$ cat src/rtl/pipelined_rca_adder_if.sv
// rtl/pipelined_rca_adder_if.sv - operand/result handshake bundle for pipelined_rca_adder
// OVERFLOW_FLAG_EN adds the ovf result flag to the bundle.
interface pipelined_rca_adder_if #(
    parameter int WIDTH = 16
);
    logic             in_valid;
    logic             in_ready;
    logic [WIDTH-1:0] A;
    logic [WIDTH-1:0] B;
    logic             c_in;
    logic             sub;
    logic             out_valid;
    logic             out_ready;
    logic [WIDTH-1:0] S;
    logic             c_out;
`ifdef OVERFLOW_FLAG_EN
    logic             ovf;
`endif

    modport master (
        output in_valid, A, B, c_in, sub, out_ready,
        input  in_ready, out_valid, S, c_out
`ifdef OVERFLOW_FLAG_EN
        , input ovf
`endif
    );

    modport slave (
        input  in_valid, A, B, c_in, sub, out_ready,
        output in_ready, out_valid, S, c_out
`ifdef OVERFLOW_FLAG_EN
        , output ovf
`endif
    );
endinterface

$ cat src/rtl/pipelined_rca_adder.sv
// rtl/pipelined_rca_adder.sv - pipelined ripple-carry add/subtract, one result per clock
// Optional OVERFLOW_FLAG_EN adds a registered signed-overflow flag aligned with S.
module pipelined_rca_adder #(
    parameter int WIDTH  = 16,
    parameter int STAGES = 4
) (
    input  logic                 clk,
    input  logic                 rst_n,
    pipelined_rca_adder_if.slave bus
);
    localparam int SLICE = WIDTH / STAGES;

    logic w_adv;

    assign w_adv         = !g_stage[STAGES-1].r_vld || bus.out_ready;
    assign bus.in_ready  = w_adv;
    assign bus.out_valid = g_stage[STAGES-1].r_vld;
    assign bus.S         = g_stage[STAGES-1].r_s;
    assign bus.c_out     = g_stage[STAGES-1].r_cy;

    for (genvar k = 0; k < STAGES; k++) begin : g_stage
        logic             r_vld;
        logic             r_cy;
        logic [WIDTH-1:0] r_a;
        logic [WIDTH-1:0] r_b;
        logic [WIDTH-1:0] r_s;

        logic             w_vi;
        logic             w_ci;
        logic [WIDTH-1:0] w_ai;
        logic [WIDTH-1:0] w_bi;
        logic [WIDTH-1:0] w_si;
        logic [WIDTH-1:0] w_s_next;
        logic [SLICE:0]   w_c;
        logic [SLICE-1:0] w_sum;

        if (k == 0) begin : g_head
            assign w_vi = bus.in_valid;
            assign w_ai = bus.A;
            assign w_bi = bus.sub ? ~bus.B : bus.B;
            assign w_ci = bus.sub ? 1'b1 : bus.c_in;
            assign w_si = '0;
        end else begin : g_body
            assign w_vi = g_stage[k-1].r_vld;
            assign w_ai = g_stage[k-1].r_a;
            assign w_bi = g_stage[k-1].r_b;
            assign w_ci = g_stage[k-1].r_cy;
            assign w_si = g_stage[k-1].r_s;
        end

        assign w_c[0] = w_ci;
        for (genvar j = 0; j < SLICE; j++) begin : g_fa
            localparam int BIT = k * SLICE + j;
            assign w_sum[j]   = w_ai[BIT] ^ w_bi[BIT] ^ w_c[j];
            assign w_c[j+1]   = (w_ai[BIT] & w_bi[BIT]) | (w_c[j] & (w_ai[BIT] ^ w_bi[BIT]));
        end

        // Lower result bits ride along from earlier stages; this stage fills in its own slice.
        always_comb begin
            w_s_next                    = w_si;
            w_s_next[k*SLICE +: SLICE]  = w_sum;
        end

        // Data only loads with a valid token so a bubble never disturbs the held result.
        always_ff @(posedge clk or negedge rst_n) begin
            if (!rst_n) begin
                r_vld <= 1'b0;
                r_cy  <= 1'b0;
                r_a   <= '0;
                r_b   <= '0;
                r_s   <= '0;
            end else if (w_adv) begin
                r_vld <= w_vi;
                if (w_vi) begin
                    r_cy <= w_c[SLICE];
                    r_a  <= w_ai;
                    r_b  <= w_bi;
                    r_s  <= w_s_next;
                end
            end
        end

`ifdef OVERFLOW_FLAG_EN
        if (k == STAGES - 1) begin : g_ovf
            logic r_ovf;
            always_ff @(posedge clk or negedge rst_n) begin
                if (!rst_n) begin
                    r_ovf <= 1'b0;
                end else if (w_adv && w_vi) begin
                    r_ovf <= w_c[SLICE-1] ^ w_c[SLICE];
                end
            end
        end
`endif
    end

`ifdef OVERFLOW_FLAG_EN
    assign bus.ovf = g_stage[STAGES-1].g_ovf.r_ovf;
`endif
endmodule
$ cat src/flat_wrapper.sv
// flat-port wrapper written by rule: the top's interface ports become plain ports
module pipelined_rca_adder_flat 
#(
    parameter int WIDTH  = 16,
    parameter int STAGES = 4
)
  (clk, rst_n, bus_in_valid, bus_A, bus_B, bus_c_in, bus_sub, bus_out_ready, bus_in_ready, bus_out_valid, bus_S, bus_c_out);
  pipelined_rca_adder_if #(.WIDTH(WIDTH)) bus_i ();
  input  logic clk;
  input  logic rst_n;
  input wire logic [$bits(bus_i.in_valid)-1:0] bus_in_valid;
  input wire logic [$bits(bus_i.A)-1:0] bus_A;
  input wire logic [$bits(bus_i.B)-1:0] bus_B;
  input wire logic [$bits(bus_i.c_in)-1:0] bus_c_in;
  input wire logic [$bits(bus_i.sub)-1:0] bus_sub;
  input wire logic [$bits(bus_i.out_ready)-1:0] bus_out_ready;
  output wire logic [$bits(bus_i.in_ready)-1:0] bus_in_ready;
  output wire logic [$bits(bus_i.out_valid)-1:0] bus_out_valid;
  output wire logic [$bits(bus_i.S)-1:0] bus_S;
  output wire logic [$bits(bus_i.c_out)-1:0] bus_c_out;
  assign bus_i.in_valid = bus_in_valid;
  assign bus_i.A = bus_A;
  assign bus_i.B = bus_B;
  assign bus_i.c_in = bus_c_in;
  assign bus_i.sub = bus_sub;
  assign bus_i.out_ready = bus_out_ready;
  assign bus_in_ready = bus_i.in_ready;
  assign bus_out_valid = bus_i.out_valid;
  assign bus_S = bus_i.S;
  assign bus_c_out = bus_i.c_out;
  pipelined_rca_adder #(.WIDTH(WIDTH), .STAGES(STAGES)) u_core (.clk(clk), .rst_n(rst_n), .bus(bus_i));
endmodule
$ cat config.mk
export PLATFORM = sky130hd
export DESIGN_NAME = pipelined_rca_adder_flat
export DESIGN_NICKNAME = d
export VERILOG_FILES = /design/src/rtl/pipelined_rca_adder_if.sv /design/src/rtl/pipelined_rca_adder.sv /design/src/flat_wrapper.sv
export SDC_FILE = /design/constraint.sdc
export NUM_CORES = 1
export LEC_CHECK = 0
export BUFFER_PORTS_ARGS = -buffer_cell sky130_fd_sc_hd__buf_2
export CAP_MARGIN = 20
export CORE_MARGIN = 2
export CORE_UTILIZATION = 40
export CTS_CLUSTER_DIAMETER = 200
export CTS_CLUSTER_SIZE = 20
export DETAILED_ROUTE_END_ITERATION = 8
export PLACE_DENSITY = 0.63
export SETUP_SLACK_MARGIN = 0.2
export SYNTH_ARGS = -nofsm -noshare
export SYNTH_HDL_FRONTEND = slang
export SYNTH_SLANG_ARGS = --single-unit
export TNS_END_PERCENT = 5
$ cat constraint.sdc
create_clock -name clk -period 3.2 [get_ports clk]
set_input_delay 0.48 -clock clk [delete_from_list [all_inputs] [get_ports clk]]
set_output_delay 0.48 -clock clk [all_outputs]
set_load 0.05 [all_outputs]
Yosys cells after proc, flatten, opt, wreduce, memory -nomap -nowiden
Cells that the tools add are included.
- register bits after elaboration: 144
- bits of input ports: 38
- output and inout port bits: 19
- word-level logic and storage cells: 107
- mux-type cells: 2
- bitwise logic cells: 81
- reductions and logical operators: 6
- operators with widths (operator ; count):
    1-bit bitwise AND ; 32
    1-bit XOR ; 32
    16-bit 2-to-1 mux ; 1
    16-bit NOT ; 1
    1-bit bitwise OR ; 16
    2-bit AND reduction ; 4
    1-bit zero test ; 1
    1-bit logical OR ; 1
    1-bit 2-to-1 mux ; 1

Logic depth before layout (Yosys ltp)
- depth in word-level cells: 11
- depth in mapped cells: 11
- mapped depth without buffers: 9

Least setup slack after synthesis
No wires, ideal clock.
- path type: input to register
- start point: in bus_sub
- end point: reg u_core.g_stage[0].r_s[3]
- setup time: 0.125 ns
- data arrival time: 2.810 ns
- data required time: 3.075 ns
- path slack: 0.265 ns
- stages on the path: 10
- path buffers: 2
- cell sequence: buf_2 -> buf_2 -> xor2_1 -> fa_1 -> inv_1 -> fa_1 -> fa_1 -> inv_1 -> fa_1 -> mux2_4
- cells in the longest elaborated chain, start to end: 9
- elaborated cells between the ends (all ways): 16
- classes of those cells: mux (2); bitwise (14)
- ends and longest elaborated chain (what ; line ; source):
    from (decl) ; flat_wrapper.sv:15 ; input wire logic [$bits(bus_i.sub)-1:0] bus_sub;
    16-bit 2-to-1 mux ; pipelined_rca_adder.sv:40 ; assign w_bi = bus.sub ? ~bus.B : bus.B;
    1-bit XOR ; pipelined_rca_adder.sv:55 ; assign w_c[j+1] = (w_ai[BIT] & w_bi[BIT]) | (w_c[j] & (w_ai[BIT] ^ w_bi[BIT]));
    1-bit bitwise AND ; pipelined_rca_adder.sv:55 ;
    1-bit bitwise OR ; pipelined_rca_adder.sv:55 ;
    1-bit bitwise AND ; pipelined_rca_adder.sv:55 ;
    1-bit bitwise OR ; pipelined_rca_adder.sv:55 ;
    1-bit bitwise AND ; pipelined_rca_adder.sv:55 ;
    1-bit bitwise OR ; pipelined_rca_adder.sv:55 ;
    1-bit XOR * ; pipelined_rca_adder.sv:54 ; assign w_sum[j] = w_ai[BIT] ^ w_bi[BIT] ^ w_c[j];
    named net u_core.g_stage[0].w_s_next[3] ; pipelined_rca_adder.sv:33 ; logic [WIDTH-1:0] w_s_next;
    to (signal assigned) ; pipelined_rca_adder.sv:78 ; r_s <= w_s_next;
    to (decl) ; pipelined_rca_adder.sv:26 ; logic [WIDTH-1:0] r_s;
Mark *: on every way through the listed nets, which the timed path passes. The rest lies on a longest branch.
A chain may end at the register's enable or synchronous reset.

Final worst setup path
Ends and elaborated chain as after synthesis.

==> results.txt <==
Hold Fails Final Rpt - 0
initial DRC count - 58
post-route clock skew - 7.38 ps
Synth Area in Compound Gates - 3.34%
Leak - 2.23 nW
crit-path most repeated cell - fa_1
root buffer cell - clkbuf_8
critical path class - input pin to flop
detailed placement HPWL - 4890 um
Die H - 106 um
vias in the first global route - 2497
Area Overhead vs Synth - 13.0%
Tcrit/Tclk final - 73.6%
fillers - 931
largest family of logic cells by synthesized area - multiplexers
worst path cell trace - buf_2 -> xor2_1 -> fa_1 -> inv_1 -> fa_1 -> fa_1 -> inv_1 -> fa_1 -> mux2_4
maxcap violations - 0
f_max - 0.424 GHz
Critical R2R Capture - u_core.bus.S[15]
r2r worst-path depth - 8
PostCTS Resize Cnt - 0
Synth top cells by count - 96 x dfrtp_1, 62 x mux2_2, 38 x inv_1
Total Wirelength - 6870 um
portion of netlist area occupied by mux cells - 20.7%
post-synthesis xor/xnor area fraction - 3.34%
P per Cell Area - 996 nW/um^2
CP Max Fanout - 3
Max Transition Viols Final - 0
share of cells above drive strength 1 - 39.0%
CP startpoint kind - input pin
EDFF count, synth - 0
Routed WL per cell - 13.9 um
Starting Density - 41.0%
setup_tns - 0 ps
Tot Pwr - 0.00472 W
first-pass GRT wire length - 12100 um
RSZ-0062 raised after global routing - false
status - finished, final reports clean
Worst slew margin - 56.6%
DRC Markers - 0
fraction of registers with async set/reset - 100%
clock-pin slew on the worst setup and hold paths - 90 ps
sequential fraction of the synthesis area - 57.3%
boundary pin count - 57
crit end category - flop
fin nets - 408
Die Wd - 106 um
CTS max path bufs - 2
CP Launch Point - bus_sub
Int Pwr - 0.00295 W
Global Route Usage Sum - 13.8%
Yosys Warn Count - 0
Largest stage delay, worst path - 420 ps
port bufs - 56
GR Overflow Total - 0
#FFs+latches synth - 96
post-layout minimum cycle time - 2360 ps
H-tree depth - 3
Max VDD drop - 0.284 mV
Post-Synthesis Cell Area - 4190 um^2
transition time at the pin with the least slew margin - 648 ps
unique cell type count in the Yosys netlist - 20
Cells after DPL - 479
area leader, netlist - dfrtp_1
most numerous cell in the Yosys netlist - dfrtp_1
die area - 11300 um^2
cts bufs inserted - 9
CP Capture Point - u_core.g_stage[0].r_s[3]
top_reg_cell synth - dfrtp_1
via count - 2268
Hold WS - 97.4 ps
largest cells by area after synthesis - dfrtp_1 57%, mux2_2 17%, fa_1 7.6%
Final Non-Filler Cells - 495
Simple-Gate Fraction of Synth Area - 1.85%
r2r startpoint - u_core.g_stage[2].r_b[12]
antenna diode count - 0
initial antenna violation count - 0
final setup fails - 0
Net Switching - 0.00177 W
Reg2Reg Setup Slack - 950 ps
CTS tree - built
Clock power frac - 14.3%
routability cong. - 0.743
Seq pwr share - 43.8%
Synth Area in Adders - 7.64%
post-synthesis cell count - 299
postcts setup bufs - 0
Hold WC Path Type - input pin to asynchronous set/reset pin
worst setup margin - 843 ps
CP max-delay cell - fa_1
Sink Count - 96
Avg Inst Size Synth - 14.0 um^2
clk_lat worst skew - 350 ps
Net Sw Frac - 37.4%
hold_buf cts - 0
Synthesized Nets - 353
crit path DAT - 2590 ps
pre-CTS setup slack - 464 ps
row count - 37
Req. time, crit path - 3440 ps
DR pass1 iterations - 4
Combinational Power Share - 41.8%
DR vias/cell - 4.58
core area - 10200 um^2
largest net degree at the start of global routing - 58
Yosys top cell area share - 57.3%
post-route ant nets - 0
[power by group through the flow]
stage	Clock, W	Combinational [W]	Sequential, W
detailed placement	0	0.00202	0.00211
floorplan	0	0.00120	0.00242
global route	0.000753	0.00222	0.00215
finish	0.000676	0.00197	0.00207
global placement	0	0.00197	0.00208
CTS	0.000706	0.00202	0.00208
[state kept, by name (all words and copies together), names as in the netlist]
register	flops
u_core.g_stage.r_vld	3
u_core.g_stage.r_b	24
u_core.g_stage.r_cy	3
u_core.bus.out_valid	1
u_core.g_stage.r_s	24
u_core.bus.c_out	1
u_core.g_stage.r_a	24
u_core.bus.S	16
[kinds of logic (layout without fill, tap and decap cells)]
kind of cell / Yosys count / count (layout)
flip-flops: 96 / 96
multiplexers: 77 / 77
XOR/XNOR: 16 / 16
buffers and inverters: 53 / 113
AO/OA/AOI/OAI: 28 / 28
adder cells (fa/ha/maj): 16 / 16
AND/OR/NAND/NOR: 13 / 13
[cells in the final DEF (no fill, tap or decap), drive strengths merged, types with 5 or more instances in the layout]
master and count:
dfrtp 96, mux2 66, nand3 5, nand2 5, a21oi 20, inv 38, buf 59, clkbuf 16
fa 16, o21ai 8, mux2i 11, xnor2 12
[worst max-delay path: cells and delay by family]
kind / cells / cell delay, ps
buffers and inverters: 3 / 240
muxes: 1 / 270
xor gates and xnor gates: 1 / 210
adders and majority gates: 4 / 1380
[per-layer routing]
layer	wire length, um	part of all wire [%]	vias up	global-route usage (%)
li1	-	-	1084	-
met1	3160	46	1134	18.6
met2	3270	48	41	21.0
met3	292	4.2	9	2.70
met4	154	2.2	0	7.61
met5	0	0	-	0
[worst min path at each step]
| stage | endpoint | startpoint | depth (start not counted) |
|---|---|---|---|
| detailed placement | u_core.g_stage[0].r_a[9] | rst_n | 1 |
| CTS | u_core.g_stage[0].r_a[9] | rst_n | 1 |
| finish | u_core.g_stage[1].r_b[10] | rst_n | 1 |
| global route | u_core.g_stage[1].r_b[10] | rst_n | 1 |
| floorplan | u_core.bus.S[0] | rst_n | 0 |
| global placement | u_core.bus.out_valid | u_core.g_stage[2].r_vld | 2 |
[area by class of cell]
class                      count  area [um^2]  area share, %
clock buffer                  16          160           3.38
inverter                      38          143           3.01
multi-input combinational    150         1550           32.6
sequential                    96         2400           50.7
tap                          136          170           3.59
timing repair buffer          59          318           6.71
[through the flow]
step                util (%)  area, um^2
finish                  46.3        4740
global placement        44.8        4580
global route            46.3        4740
detailed placement      44.8        4580
CTS                     46.3        4740
floorplan                  -        4190
Note: power is estimated with default switching activity, not from simulation.
